## src/rtl/pu_pkg.sv

```systemverilog
// Shared types and helpers for the pu_mac_engine neuron processing unit.
// Holds the FSM encoding, leaky-ReLU shift, sign-magnitude conversion and ACC_W legality check.
package pu_pkg;

    typedef enum logic [2:0] {
        ST_IDLE  = 3'd0,
        ST_RUN   = 3'd1,
        ST_DRAIN = 3'd2,
        ST_BIAS  = 3'd3,
        ST_OUT   = 3'd4
    } pu_state_e;

    localparam int LEAKY_SHIFT = 3;

    // Sign-magnitude value of width dw (sign at bit dw-1) to 64-bit two's complement.
    function automatic logic signed [63:0] sm_to_tc(input logic [63:0] sm, input int dw);
        logic [63:0] mag;
        logic        neg;
        mag = sm & ((64'd1 << (dw - 1)) - 64'd1);
        neg = |(sm & (64'd1 << (dw - 1)));
        if (neg) begin
            sm_to_tc = -$signed(mag);
        end else begin
            sm_to_tc = $signed(mag);
        end
    endfunction

    function automatic bit acc_w_legal(input int acc_w, input int dw, input int lanes, input int rnd_w);
        return acc_w >= (2 * dw + $clog2(lanes) + rnd_w);
    endfunction

endpackage

```

## src/rtl/pu_mac_engine_if.sv

```systemverilog
// Start/stream/result handshake bundle between the MLP controller and pu_mac_engine.
interface pu_mac_engine_if #(
    parameter int LANES = 8,
    parameter int DW    = 8,
    parameter int RND_W = 4
);
    logic                  start;
    logic [RND_W-1:0]      num_rounds;
    logic [DW-1:0]         bias;
    logic                  in_valid;
    logic                  in_ready;
    logic [LANES*DW-1:0]   in_data;
    logic [LANES*DW-1:0]   in_weight;
    logic                  out_valid;
    logic                  out_ready;
    logic [DW-1:0]         out_data;
    logic                  busy;

    modport master (
        output start, num_rounds, bias, in_valid, in_data, in_weight, out_ready,
        input  in_ready, out_valid, out_data, busy
    );

    modport slave (
        input  start, num_rounds, bias, in_valid, in_data, in_weight, out_ready,
        output in_ready, out_valid, out_data, busy
    );
endinterface

```

## src/rtl/pu_lane_mult.sv

```systemverilog
// One sign-magnitude DW x DW multiplier lane producing an ACC_W two's-complement product.
module pu_lane_mult
    import pu_pkg::*;
#(
    parameter int DW    = 8,
    parameter int ACC_W = 24
) (
    input  logic [DW-1:0]    a,
    input  logic [DW-1:0]    w,
    output logic [ACC_W-1:0] prod
);
    logic [2*DW-3:0] mag_s;
    logic            sign_s;

    // Magnitude product with XOR sign; a zero magnitude converts to 0 whatever its sign.
    always_comb begin
        mag_s  = (2*DW-2)'(a[DW-2:0]) * (2*DW-2)'(w[DW-2:0]);
        sign_s = a[DW-1] ^ w[DW-1];
        prod   = ACC_W'(sm_to_tc(64'({sign_s, mag_s}), 2*DW-1));
    end
endmodule

```

## src/rtl/pu_mac_engine.sv

```systemverilog
// Neuron MAC engine: streams LANES products per beat, adds scaled bias, applies saturating activation.
// Optional macro PU_MAC_LEAKY_RELU_EN selects a leaky ReLU for negative pre-activations.
module pu_mac_engine
    import pu_pkg::*;
#(
    parameter int LANES     = 8,
    parameter int DW        = 8,
    parameter int RND_W     = 4,
    parameter int ACC_W     = 24,
    parameter int OUT_SHIFT = 9
) (
    input  logic           clk,
    input  logic           rst,
    pu_mac_engine_if.slave bus
);
    localparam bit                       ACC_W_OK   = acc_w_legal(ACC_W, DW, LANES, RND_W);
    localparam logic [DW-2:0]            MAG_MAX    = '1;
    localparam logic signed [ACC_W-1:0]  S_MAX      = ACC_W'((1 << (DW - 1)) - 1);
    localparam logic signed [63:0]       BIAS_SCALE = 64'((1 << (DW - 1)) - 1);

    if (!ACC_W_OK) begin : g_acc_w_check
        $fatal(1, "pu_mac_engine: ACC_W too narrow for DW/LANES/RND_W");
    end

    pu_state_e          state_r;
    pu_state_e          state_next_s;
    logic [RND_W-1:0]   num_rounds_r;
    logic [RND_W-1:0]   rnd_cnt_r;
    logic [DW-1:0]      bias_r;
    logic [ACC_W-1:0]   acc_r;
    logic [ACC_W-1:0]   prod_r [LANES];
    logic [ACC_W-1:0]   prod_s [LANES];
    logic               prod_vld_r;
    logic [ACC_W-1:0]   tree_sum_s;
    logic [ACC_W-1:0]   bias_term_s;
    logic [ACC_W-1:0]   acc_bias_s;
    logic               accept_s;
    logic               last_beat_s;
    logic               start_s;
    logic               in_ready_r;
    logic               out_valid_r;
    logic               busy_r;
    logic [DW-1:0]      out_data_r;
    logic               in_ready_s;
    logic               out_valid_s;
    logic               busy_s;

    assign bus.in_ready  = in_ready_r;
    assign bus.out_valid = out_valid_r;
    assign bus.out_data  = out_data_r;
    assign bus.busy      = busy_r;

    // Arithmetic shift, then ReLU (or leaky ReLU) saturated to DW-1 magnitude bits.
    function automatic logic [DW-1:0] activate(input logic [ACC_W-1:0] acc);
        logic signed [ACC_W-1:0] s;
`ifdef PU_MAC_LEAKY_RELU_EN
        logic signed [ACC_W-1:0] mag;
`endif
        s = $signed(acc) >>> OUT_SHIFT;
        if (s < 0) begin
`ifdef PU_MAC_LEAKY_RELU_EN
            mag = (-s) >>> LEAKY_SHIFT;
            if (mag == '0) begin
                activate = '0;
            end else if (mag > S_MAX) begin
                activate = {1'b1, MAG_MAX};
            end else begin
                activate = {1'b1, mag[DW-2:0]};
            end
`else
            activate = '0;
`endif
        end else if (s > S_MAX) begin
            activate = {1'b0, MAG_MAX};
        end else begin
            activate = {1'b0, s[DW-2:0]};
        end
    endfunction

    for (genvar i = 0; i < LANES; i++) begin : g_lane
        pu_lane_mult #(
            .DW    (DW),
            .ACC_W (ACC_W)
        ) u_mult (
            .a    (bus.in_data[i*DW +: DW]),
            .w    (bus.in_weight[i*DW +: DW]),
            .prod (prod_s[i])
        );
    end

    // Handshake qualifiers and the bias contribution for the BIAS step.
    always_comb begin
        start_s     = (state_r == ST_IDLE) && bus.start;
        accept_s    = (state_r == ST_RUN) && bus.in_valid && in_ready_r;
        last_beat_s = ((RND_W+1)'(rnd_cnt_r) + (RND_W+1)'(1)) == (RND_W+1)'(num_rounds_r);
        bias_term_s = ACC_W'(sm_to_tc(64'(bias_r), DW) * BIAS_SCALE);
        acc_bias_s  = acc_r + bias_term_s;
    end

    // Adder tree over the registered lane products.
    always_comb begin
        tree_sum_s = '0;
        for (int i = 0; i < LANES; i++) begin
            tree_sum_s = tree_sum_s + prod_r[i];
        end
    end

    // FSM state register.
    always_ff @(posedge clk or negedge rst) begin
        if (!rst) begin
            state_r <= ST_IDLE;
        end else begin
            state_r <= state_next_s;
        end
    end

    // FSM next-state logic.
    always_comb begin
        state_next_s = state_r;
        case (state_r)
            ST_IDLE: begin
                if (bus.start) begin
                    state_next_s = (bus.num_rounds == '0) ? ST_DRAIN : ST_RUN;
                end else begin
                    state_next_s = ST_IDLE;
                end
            end
            ST_RUN: begin
                if (accept_s && last_beat_s) begin
                    state_next_s = ST_DRAIN;
                end else begin
                    state_next_s = ST_RUN;
                end
            end
            ST_DRAIN: state_next_s = ST_BIAS;
            ST_BIAS:  state_next_s = ST_OUT;
            ST_OUT: begin
                if (bus.out_ready) begin
                    state_next_s = ST_IDLE;
                end else begin
                    state_next_s = ST_OUT;
                end
            end
            default: state_next_s = ST_IDLE;
        endcase
    end

    // FSM outputs, decoded from the next state so the flops below track the state register.
    always_comb begin
        in_ready_s  = (state_next_s == ST_RUN);
        out_valid_s = (state_next_s == ST_OUT);
        busy_s      = (state_next_s != ST_IDLE);
    end

    // Per-neuron configuration latched at start, plus the accepted-beat counter.
    always_ff @(posedge clk or negedge rst) begin
        if (!rst) begin
            num_rounds_r <= '0;
            bias_r       <= '0;
            rnd_cnt_r    <= '0;
        end else if (start_s) begin
            num_rounds_r <= bus.num_rounds;
            bias_r       <= bus.bias;
            rnd_cnt_r    <= '0;
        end else if (accept_s) begin
            rnd_cnt_r    <= rnd_cnt_r + RND_W'(1);
        end
    end

    // Stage 1: register lane products on each accepted beat.
    always_ff @(posedge clk or negedge rst) begin
        if (!rst) begin
            prod_vld_r <= 1'b0;
            for (int i = 0; i < LANES; i++) begin
                prod_r[i] <= '0;
            end
        end else begin
            prod_vld_r <= accept_s;
            if (accept_s) begin
                for (int i = 0; i < LANES; i++) begin
                    prod_r[i] <= prod_s[i];
                end
            end
        end
    end

    // Stage 2: accumulate the tree sum a cycle after acceptance; bias is added once in BIAS.
    always_ff @(posedge clk or negedge rst) begin
        if (!rst) begin
            acc_r <= '0;
        end else if (start_s) begin
            acc_r <= '0;
        end else if (prod_vld_r) begin
            acc_r <= acc_r + tree_sum_s;
        end else if (state_r == ST_BIAS) begin
            acc_r <= acc_bias_s;
        end
    end

    // Registered handshake outputs; the result is captured on the BIAS to OUT edge and held.
    always_ff @(posedge clk or negedge rst) begin
        if (!rst) begin
            in_ready_r  <= 1'b0;
            out_valid_r <= 1'b0;
            busy_r      <= 1'b0;
            out_data_r  <= '0;
        end else begin
            in_ready_r  <= in_ready_s;
            out_valid_r <= out_valid_s;
            busy_r      <= busy_s;
            if (state_r == ST_BIAS) begin
                out_data_r <= activate(acc_bias_s);
            end
        end
    end
endmodule
```

## src/flat_wrapper.sv

```systemverilog
// flat-port wrapper written by rule: the top's interface ports become plain ports
module pu_mac_engine_flat import pu_pkg::*;
#(
    parameter int LANES     = 8,
    parameter int DW        = 8,
    parameter int RND_W     = 4,
    parameter int ACC_W     = 24,
    parameter int OUT_SHIFT = 9
)
  (clk, rst, bus_start, bus_num_rounds, bus_bias, bus_in_valid, bus_in_data, bus_in_weight, bus_out_ready, bus_in_ready, bus_out_valid, bus_out_data, bus_busy);
  pu_mac_engine_if #(.LANES(LANES), .DW(DW), .RND_W(RND_W)) bus_i ();
  input  logic clk;
  input  logic rst;
  input wire logic [$bits(bus_i.start)-1:0] bus_start;
  input wire logic [$bits(bus_i.num_rounds)-1:0] bus_num_rounds;
  input wire logic [$bits(bus_i.bias)-1:0] bus_bias;
  input wire logic [$bits(bus_i.in_valid)-1:0] bus_in_valid;
  input wire logic [$bits(bus_i.in_data)-1:0] bus_in_data;
  input wire logic [$bits(bus_i.in_weight)-1:0] bus_in_weight;
  input wire logic [$bits(bus_i.out_ready)-1:0] bus_out_ready;
  output wire logic [$bits(bus_i.in_ready)-1:0] bus_in_ready;
  output wire logic [$bits(bus_i.out_valid)-1:0] bus_out_valid;
  output wire logic [$bits(bus_i.out_data)-1:0] bus_out_data;
  output wire logic [$bits(bus_i.busy)-1:0] bus_busy;
  assign bus_i.start = bus_start;
  assign bus_i.num_rounds = bus_num_rounds;
  assign bus_i.bias = bus_bias;
  assign bus_i.in_valid = bus_in_valid;
  assign bus_i.in_data = bus_in_data;
  assign bus_i.in_weight = bus_in_weight;
  assign bus_i.out_ready = bus_out_ready;
  assign bus_in_ready = bus_i.in_ready;
  assign bus_out_valid = bus_i.out_valid;
  assign bus_out_data = bus_i.out_data;
  assign bus_busy = bus_i.busy;
  pu_mac_engine #(.LANES(LANES), .DW(DW), .RND_W(RND_W), .ACC_W(ACC_W), .OUT_SHIFT(OUT_SHIFT)) u_core (.clk(clk), .rst(rst), .bus(bus_i));
endmodule
```

## config.mk

```make
export PLATFORM = sky130hd
export DESIGN_NAME = pu_mac_engine_flat
export DESIGN_NICKNAME = d
export VERILOG_FILES = /design/src/rtl/pu_pkg.sv /design/src/rtl/pu_mac_engine_if.sv /design/src/rtl/pu_lane_mult.sv /design/src/rtl/pu_mac_engine.sv /design/src/flat_wrapper.sv
export SDC_FILE = /design/constraint.sdc
export NUM_CORES = 2
export LEC_CHECK = 0
export BUFFER_PORTS_ARGS = -buffer_cell sky130_fd_sc_hd__buf_4
export CORE_ASPECT_RATIO = 1.1
export CORE_MARGIN = 2
export CORE_UTILIZATION = 59
export DETAILED_ROUTE_END_ITERATION = 12
export PLACE_DENSITY = 0.8
export SETUP_SLACK_MARGIN = 0.1
export SKIP_LAST_GASP = 1
export SYNTH_ARGS = -nofsm -noshare
export SYNTH_HDL_FRONTEND = slang
export SYNTH_HIERARCHICAL = 1
export SYNTH_SLANG_ARGS = --single-unit
export TNS_END_PERCENT = 20
```

## constraint.sdc

```tcl
create_clock -name clk -period 5.6 [get_ports clk]
set_input_delay 1.68 -clock clk [delete_from_list [all_inputs] [get_ports clk]]
set_output_delay 1.68 -clock clk [all_outputs]
set_load 0.02 [all_outputs]
```

==> impl_results.md <==
* FF+latch area at 0.00616 mm^2
* CP max FO at 4
* Die W at 235 um
* Wirelength per Cell at about 18 um
* Area Overhead vs Synth at 24.0%
* Vias per inst at 5.69
* Period utilisation layout at 1.07
* Slew of the pin with the lowest slew margin at roughly 1.1 ns
* Relative slew slack at 0.299
* HPWL after detailed placement at slightly above 70000 um
* Clock buffer depth at 3
* Routed Antenna Nets at 0
* Worst Slack Setup Final at -0.391 ns
* Post-Syn Instances at 3841
* Worst path slowest cell: fa_1
* PortBufs at between 150 and 200
* First-pass GRT wire length at 153000 um
* Clock sink count at approximately 250
* Die area at a little over 0.06 mm^2
* Placer congestion estimate at approximately 0.94
* Crit path arrival time at about 6.5 ns
* Vias in the first global route at 31300
* Crit path capture type: flip-flop
* Crit path kind: flip-flop to flip-flop
* Multi-input logic area at 0.0276 mm^2
* FP Rows at 93
* DRC Markers at 0
* RSZ-0062 raised after global routing: true
* Fillers at 3921
* R2r worst-path depth at 29
* TritonCTS Buffers at 27
* Worst r2r src: u_core/bias_r[1]$_DFFE_PN0P_
* H-tree depth at 1
* EDFF count, synth at 0
* DR iter-0 viols at 2375
* Worst Path Required at 6.05 ns
* I/O pin count at 156
* GRT overflow at 0
* Max stage delay on crit path at 0.55 ns
* Hold_ws at 0.507 ns
* R2r setup slk at -0.39 ns
* Share of post-route cells with drive strength above 1 at 0.236
* Worst min path class: flip-flop to flip-flop
* Root Buffer: clkbuf_16
* Seq/Total Area, Yosys at 0.178
* Vias at 29800
* Placement Cell Area at 0.0403 mm^2
* Asr flop ratio synth at 1.00
* Achievable Freq at 167 MHz
* Total Routing Usage GR at 0.309
* CTS tree: built
* Startpoint types: flip-flop
* Syn Area/Cell at 8.99 um^2
* Syn Nets at 4770
* Largest net degree at the start of global routing at a little under 200
* Most frequent cells in the layout: nand2_1, buf_4, fa_1, inv_1, ha_1
* Post-synth cell types at ~90
* Fin Clk Skew at between 0.015 and 0.02 ns
* Max_cap viols at 0
* Placed cells at approximately 5100
* Finished Cell Area at 0.0428 mm^2
* # diodes at 0
* Ys Warns at 6
* Status: complete, but fails checks
* Final net count at ~5400
* Worst-Skew Late Latency at between 0.5 and 0.6 ns
* Die extent in y at between 200 and 300 um
* WHS Endpoint: u_core/prod_r[38]$_DFFE_PN0P_
* Initial antenna violation count at 0
* Final setup viols at 22
* Total wire length at about 97000 um
* R2R Path End: u_core/acc_r[12]$_DFFE_PN0P_
* Fin crit period at 5.99 ns
* Yosys reg bits at 246
* Failing checks: setup timing
* Final hold vios at 0
* Commonest non-fill, non-tap cell in the layout: nand2_1
* CTS clk-pin slew, worst paths at about 0.07 ns
* Worst hold stages at 2
* Top_reg_cell synth: dfrtp_1
* Total core area at 0.0582 mm^2
* 1st-pass router iterations at 10
* Initial Util at 0.593
* Max Slew Vio Count at 0
* Hold path startpoint: u_core/prod_r[38]$_DFFE_PN0P_
* Cell Count, Final, Fillers Out at 5243
* Post-synth design cell area at 0.0345 mm^2
## area by class of cell
class / instances / area share
multi-input combinational: 3061 / 0.645
sequential: 246 / 0.144
timing repair buffer: 705 / 0.129
inverter: 421 / 0.0373
tap: 760 / 0.0222
clock buffer: 39 / 0.0182
clock inverter: 11 / 0.00488
## synth_stat cells (9+ instances only)
cell,n,area [um^2]
nand2_1,795,2980
fa_1,438,8770
inv_1,421,1580
ha_1,346,4330
and2_1,299,1870
dfrtp_1,246,6160
a21oi_1,201,1010
xnor2_1,148,1300
nor2_1,134,503
xor2_1,117,1020
o21ai_0,95,475
clkbuf_1,85,319
nand3_1,45,225
a21o_1,37,278
nor2b_1,29,181
a211oi_1,20,150
a31oi_1,19,119
nor3_1,19,95.1
buf_4,18,135
nand2b_1,16,100
o211a_1,16,160
and3_1,15,93.8
a31o_2,14,123
nor3_4,14,228
o211ai_1,14,105
o21a_1,14,105
or2_2,14,87.6
o21ai_1,13,65.1
a211oi_2,11,138
a2111oi_0,10,87.6
a211o_1,10,87.6
o22ai_1,10,62.6
o31ai_1,10,75.1
o31a_1,9,78.8
## stage by stage
step,setup WS (ns),setup TNS [ns],utilization
after floorplan,-0.351,-29.00,-
after global placement,-0.528,-61.44,0.692
after detailed placement,-0.586,-70.99,0.692
after CTS,-0.0324,-0.154,0.722
after global routing,-0.490,-14.55,0.736
final,-0.391,-4.33,0.736
## sequential cells by signal, indices dropped and copies added, names as in the netlist
register,flops
u_core/state_r,3
u_core/rnd_cnt_r,4
u_core/num_rounds_r,4
u_core/bus.out_data,7
u_core/prod_vld_r,1
u_core/bus.out_valid,1
u_core/bias_r,8
u_core/bus.busy,1
u_core/acc_r,24
u_core/prod_r,192
u_core/bus.in_ready,1
## worst max path at each step
stage | from | end | slack (ns)
floorplan | bus_in_weight[33] | u_core/prod_r[84]$_DFFE_PN0P_ | -0.35
global placement | bus_in_weight[49] | u_core/prod_r[36]$_DFFE_PN0P_ | -0.53
detailed placement | bus_in_weight[41] | u_core/prod_r[60]$_DFFE_PN0P_ | -0.59
CTS | u_core/bias_r[0]$_DFFE_PN0P_ | u_core/bus.out_data[6]$_DFFE_PN0N_ | -0.03
global route | u_core/bias_r[0]$_DFFE_PN0P_ | u_core/bus.out_data[6]$_DFFE_PN0N_ | -0.49
finish | u_core/bias_r[1]$_DFFE_PN0P_ | u_core/acc_r[12]$_DFFE_PN0P_ | -0.39
## timing repair
action                     CTS  global route
setup buffers               24            24
setup endpoints to repair  120           151
gates cloned                 0             0
hold buffers                 0             0
gates resized for setup    127           132
pin swaps                   83           118
## layer usage
metal / GRT usage / share of wire / up-vias
li1: - / - / 13700
met1: 0.367 / 0.37 / 14500
met2: 0.556 / 0.50 / 1194
met3: 0.0322 / 0.056 / 407
met4: 0.161 / 0.069 / 0
met5: 0 / 0 / -
## cell families (layout without fill, tap and decap cells)
group,after synthesis,after routing,synth area share
AOI/OAI and AO/OA,568,568,0.112
xor gates and xnor gates,269,269,0.0691
adders and majority gates,785,785,0.380
buffers and inverters,534,1176,0.0605
DFF,246,246,0.178
muxes,6,6,0.00188
other,1,1,0.000109
and+or+nand+nor,1432,1432,0.199
## critical path, delay by kind of cell, from the launching register on
family	cells	cell delay [ns]
flip-flops	1	0.40
buffers and inverters	9	0.91
AND/OR/NAND/NOR	7	0.80
XOR/XNOR	1	0.32
AO/OA/AOI/OAI	6	1.21
adder cells (fa/ha/maj)	6	2.22
Power is left out: the tool's default activity adds up to more than one toggle a clock period on the data nets, which glitch-free logic cannot reach.
